===== config.mk =====
export PLATFORM = sky130hd
export DESIGN_NAME = bus_rr_arbiter
export DESIGN_NICKNAME = d
export VERILOG_FILES = /design/src/rtl/bus_rr_arbiter.sv
export SDC_FILE = /design/constraint.sdc
export NUM_CORES = 1
export LEC_CHECK = 0
export CAP_MARGIN = 20
export CORE_AREA = 8 8 119 121
export CTS_CLUSTER_DIAMETER = 150
export DETAILED_ROUTE_END_ITERATION = 10
export DIE_AREA = 0 0 127 129
export GPL_TIMING_DRIVEN = 0
export PLACE_DENSITY = 0.67
export SETUP_SLACK_MARGIN = 0.3
export SLEW_MARGIN = 20
export SYNTH_ARGS = -nofsm -noshare
export SYNTH_HDL_FRONTEND = slang
export SYNTH_SLANG_ARGS = --single-unit

===== constraint.sdc =====
create_clock -name clk_i -period 2.3 [get_ports clk_i]
set_input_delay 0.23 -clock clk_i [delete_from_list [all_inputs] [get_ports clk_i]]
set_output_delay 0.23 -clock clk_i [all_outputs]
set_load 0.01 [all_outputs]

===== src/rtl/bus_rr_arbiter.sv =====
// Round-robin arbiter funnelling NrHosts request ports onto one device port.
// An in-order ID FIFO routes each downstream response back to the host that issued it.
module bus_rr_arbiter #(
    parameter int unsigned NrHosts        = 2,
    parameter int unsigned DataWidth      = 32,
    parameter int unsigned AddressWidth   = 32,
    parameter int unsigned MaxOutstanding = 2
) (
    input  logic                                   clk_i,
    input  logic                                   rst_ni,
    input  logic [NrHosts-1:0]                     host_req_i,
    output logic [NrHosts-1:0]                     host_gnt_o,
    input  logic [AddressWidth-1:0]                host_addr_i  [NrHosts],
    input  logic [NrHosts-1:0]                     host_we_i,
    input  logic [DataWidth/8-1:0]                 host_be_i    [NrHosts],
    input  logic [DataWidth-1:0]                   host_wdata_i [NrHosts],
    output logic [NrHosts-1:0]                     host_rvalid_o,
    output logic [DataWidth-1:0]                   host_rdata_o [NrHosts],
    output logic [NrHosts-1:0]                     host_err_o,
    output logic                                   dev_req_o,
    input  logic                                   dev_gnt_i,
    output logic [AddressWidth-1:0]                dev_addr_o,
    output logic                                   dev_we_o,
    output logic [DataWidth/8-1:0]                 dev_be_o,
    output logic [DataWidth-1:0]                   dev_wdata_o,
    input  logic                                   dev_rvalid_i,
    input  logic [DataWidth-1:0]                   dev_rdata_i,
    input  logic                                   dev_err_i,
    output logic [$clog2(MaxOutstanding+1)-1:0]    outstanding_o,
    output logic                                   spurious_rsp_o
);

    localparam int unsigned IdW  = (NrHosts > 1) ? $clog2(NrHosts) : 1;
    localparam int unsigned PtrW = (MaxOutstanding > 1) ? $clog2(MaxOutstanding) : 1;
    localparam int unsigned CntW = $clog2(MaxOutstanding + 1);

    logic [IdW-1:0]  rr_ptr_q, rr_ptr_d;
    logic [IdW-1:0]  fifo_q [MaxOutstanding];
    logic [PtrW-1:0] wr_ptr_q, wr_ptr_d, rd_ptr_q, rd_ptr_d;
    logic [CntW-1:0] cnt_q, cnt_d;
    logic            spurious_q, spurious_d;

    logic [IdW-1:0]  sel_c, cand_c, head_c;
    logic            any_req_c, full_c, empty_c, accept_c, pop_c;

    function automatic logic [PtrW-1:0] ptr_inc(input logic [PtrW-1:0] p);
        return (p == PtrW'(MaxOutstanding - 1)) ? '0 : p + PtrW'(1);
    endfunction

    // First requester at or after the round-robin pointer, wrapping.
    always_comb begin
        sel_c     = '0;
        cand_c    = '0;
        any_req_c = 1'b0;
        for (int unsigned i = 0; i < NrHosts; i++) begin
            cand_c = IdW'((32'(rr_ptr_q) + i) % NrHosts);
            if (!any_req_c && host_req_i[cand_c]) begin
                sel_c     = cand_c;
                any_req_c = 1'b1;
            end
        end
    end

    assign full_c    = (cnt_q == CntW'(MaxOutstanding));
    assign empty_c   = (cnt_q == '0);
    assign dev_req_o = any_req_c && !full_c;
    // Grants are suppressed while reset is held even though dev_req_o is live.
    assign accept_c  = dev_req_o && dev_gnt_i && rst_ni;
    assign pop_c     = dev_rvalid_i && !empty_c;
    assign head_c    = fifo_q[rd_ptr_q];

    assign host_gnt_o  = accept_c ? (NrHosts'(1) << sel_c) : '0;
    assign dev_addr_o  = any_req_c ? host_addr_i[sel_c]  : '0;
    assign dev_we_o    = any_req_c ? host_we_i[sel_c]    : 1'b0;
    assign dev_be_o    = any_req_c ? host_be_i[sel_c]    : '0;
    assign dev_wdata_o = any_req_c ? host_wdata_i[sel_c] : '0;

    // Response demux to the host at the head of the ID FIFO.
    always_comb begin
        for (int unsigned h = 0; h < NrHosts; h++) begin
            host_rvalid_o[h] = pop_c && (head_c == IdW'(h));
            host_err_o[h]    = host_rvalid_o[h] && dev_err_i;
            host_rdata_o[h]  = host_rvalid_o[h] ? dev_rdata_i : '0;
        end
    end

    always_comb begin
        rr_ptr_d   = rr_ptr_q;
        wr_ptr_d   = wr_ptr_q;
        rd_ptr_d   = rd_ptr_q;
        cnt_d      = cnt_q;
        spurious_d = spurious_q;
        if (accept_c) begin
            rr_ptr_d = (sel_c == IdW'(NrHosts - 1)) ? '0 : sel_c + IdW'(1);
            wr_ptr_d = ptr_inc(wr_ptr_q);
        end
        if (pop_c) begin
            rd_ptr_d = ptr_inc(rd_ptr_q);
        end
        unique case ({accept_c, pop_c})
            2'b10:   cnt_d = cnt_q + CntW'(1);
            2'b01:   cnt_d = cnt_q - CntW'(1);
            default: cnt_d = cnt_q;
        endcase
        if (dev_rvalid_i && empty_c) begin
            spurious_d = 1'b1;
        end
    end

    always_ff @(posedge clk_i or negedge rst_ni) begin
        if (!rst_ni) begin
            rr_ptr_q   <= '0;
            wr_ptr_q   <= '0;
            rd_ptr_q   <= '0;
            cnt_q      <= '0;
            spurious_q <= 1'b0;
        end else begin
            rr_ptr_q   <= rr_ptr_d;
            wr_ptr_q   <= wr_ptr_d;
            rd_ptr_q   <= rd_ptr_d;
            cnt_q      <= cnt_d;
            spurious_q <= spurious_d;
        end
    end

    // ID storage needs no reset: entries are only read behind a valid count.
    always_ff @(posedge clk_i) begin
        if (accept_c) begin
            fifo_q[wr_ptr_q] <= sel_c;
        end
    end

    assign outstanding_o  = cnt_q;
    assign spurious_rsp_o = spurious_q;

endmodule


==> metrics <==
Post-synth top flop=dfrtp_1; Final Cycle Share=between 80% and 90%; GRT Total Usage=18.4%; largest net degree at the start of global routing=12; RePlAce Congestion=between 0.8 and 0.9; Async SR Flop Fraction=roughly 75%; Wirelength per Cell=between 15 and 20 um; DP Wirelength=approximately 14,000 um; CTS max path bufs=2; Syn Inst Count=355; Pwr Total=roughly 3 mW; DP Area=around 0.0055 mm2; number of vias per cell=roughly 4.7; latest clock arrival within the worst-skew pair=between 200 and 250 ps; Fin. Hold Viols=0; CP max stage cell=dfrtp_1; Final min period=slightly below 2000 ps; max_slew headroom=66.5%; total routed wirelength=~16,000 um; Slew @ Worst Pin=roughly 500 ps; fill count=between 1,000 and 1,500; outcome=completed; CTS tree=yes; Reg clk slew, reported paths=roughly 40 ps; Avg Synthesized Cell Area=between 6 and 7 um2; crit path DAT=~1800 ps; Worst Hold Slack=between 300 and 400 ps; number of global-route vias before repair=between 4,000 and 5,000; number of buffers created by CTS=3; crit-path max FO=4; Core Region=about 0.012 mm2; antenna violations before repair=1; synth warn=0; Final Cell Area=0.00563 mm2; Pleak=~2.7 nW; die span in x=around 130 um; Post-route DRC=0; PwrDens=about 530 mW/mm2; H-tree depth=1; Cell Rows=41; leading cell type in the layout, fill and taps excluded=clkdlybuf4s50_1; 1st-pass router iterations=4; Max-cap violations=0; cell mode on critical path=buf_4; die height=129 um; Post-Syn Nets=533; crit path cell chain=mux2i_2, nor2b_4, buf_4, buf_4, and2_2, dlygate4sd2_1; Netlist cell types=28; Final Max Slew Viols=0; critical path class=reg -> out; CTS root buf=clkbuf_16; DRT antenna net count=0; number of flops mapped to enable cells by yosys=2; Worst Setup End Kind=output pin; area delta synth->final=158%; most frequent cells in the layout=clkdlybuf4s50_1 (176), nand2_1 (70), o211ai_1 (69); crit path launch type=register; RSZ-0062 raised after global routing=yes; die area=approximately 0.016 mm2; vias=approximately 4,000; Yosys reg bits=8; total congestion overflow=0; nets=876; f_max=0.503 GHz; share of layout cells above drive strength 1=22.3%; CP peak stage delay=~380 ps; I/O Buffers=roughly 320; sequential share of the synthesized area=under 10%; Clock Skew=0.742 ps; final setup violation count=0; Starting Density=17.7%; first-pass GRT wire length=~24,000 um; Final Util=a little under half; initial DRC count=~140; CP Data Required Time=a little over 2000 ps; Hold Crit Class=in -> reg; TritonCTS Sinks=8; IO Count=320; Mapped Area=about 0.0022 mm2; Peak VDD IR=~220 uV
==> layout make-up <==
cell class	count	area, um2	area share, %
clock buffer	3	75.1	1.33
multi-input combinational	296	1760	31.3
inverter	6	25.0	0.445
timing repair buffer	338	3070	54.6
sequential	8	213	3.78
antenna	1	2.50	0.0445
buffer	45	292	5.18
tap	150	188	3.33
==> what timing repair did <==
action,CTS,global route
setup endpoints to repair,139,107
endpoints found under the hold margin,0,6
pin swaps,1,3
hold buffers,0,1
setup buffers,8,11
resized for setup,247,161
gates cloned,1,0
==> cells in the mapped netlist (2+ instances only) <==
master	instances	area, um2
and2_1	53	332
and2_2	13	97.6
buf_1	4	15.0
buf_2	10	50.1
buf_6	4	45.0
clkbuf_1	18	67.6
clkbuf_2	8	40.0
dfrtp_1	6	150
edfxtp_1	2	60.1
inv_1	3	11.3
inv_2	3	11.3
nand2_1	70	263
nor2_1	7	26.3
o211ai_1	69	518
o21ai_0	58	290
o21ai_1	11	55.1
o21ai_2	2	17.5
xnor2_1	4	35.0
==> worst paths after layout <==
check                                  from               end  slack [ps]  cells after the start
max in group asynchronous            rst_ni  outstanding_o[1]        1550                      2
min in group asynchronous            rst_ni          rd_ptr_q         520                      2
setup reg to reg           outstanding_o[1]  outstanding_o[1]         650                      6
hold / removal                 dev_rvalid_i    spurious_rsp_o         320                      2
hold reg to reg              spurious_rsp_o    spurious_rsp_o         450                      1
setup / recovery                   rd_ptr_q     host_err_o[0]         310                      6
==> stage by stage <==
stage	cells	setup WS (ps)	setup TNS (ps)
6_report	847	311	0
3_3_place_gp	822	-48.0	-160
4_1_cts	834	70.4	0
3_5_place_dp	822	-46.7	-158
5_1_grt	847	242	0
2_1_floorplan	355	706	0
==> critical path, delay by kind of cell (launching register included) <==
family,cells,cell delay (ps)
flops,1,380
buf+inv,3,510
mux,1,310
simple gates,2,330
==> cells by family (layout without fill, tap and decap cells) <==
group | after synthesis | in the layout | synth area share [%]
adder cells (fa/ha/maj) | 1 | 1 | 0.573
other | 0 | 1 | 0
AND/OR/NAND/NOR | 145 | 145 | 34.0
AO/OA/AOI/OAI | 143 | 143 | 41.3
multiplexers | 2 | 2 | 1.09
buffers and inverters | 51 | 392 | 11.3
XOR/XNOR | 5 | 5 | 2.01
flip-flops | 8 | 8 | 9.63
==> report_power, final <==
part	leakage [nW]	internal [mW]	switching, mW	total (mW)
clock	0.0370	0.224	0.0623	0.286
sequential	0.0830	0.204	0.0457	0.250
combinational	2.60	1.26	1.21	2.47
total	2.72	1.69	1.32	3.01
==> state kept, by name, summed over array words and instances (netlist names) <==
name            count
outstanding_o       2
rd_ptr_q            1
fifo_q              2
wr_ptr_q            1
rr_ptr_q            1
spurious_rsp_o      1
==> layer usage <==
layer  part of all wire, %  GRT usage, %
met1                    35          18.1
met2                    53          36.1
met3                    10          6.66
met4                  0.91          3.71
met5                     0             0
Power figures use the tool's default switching activity.
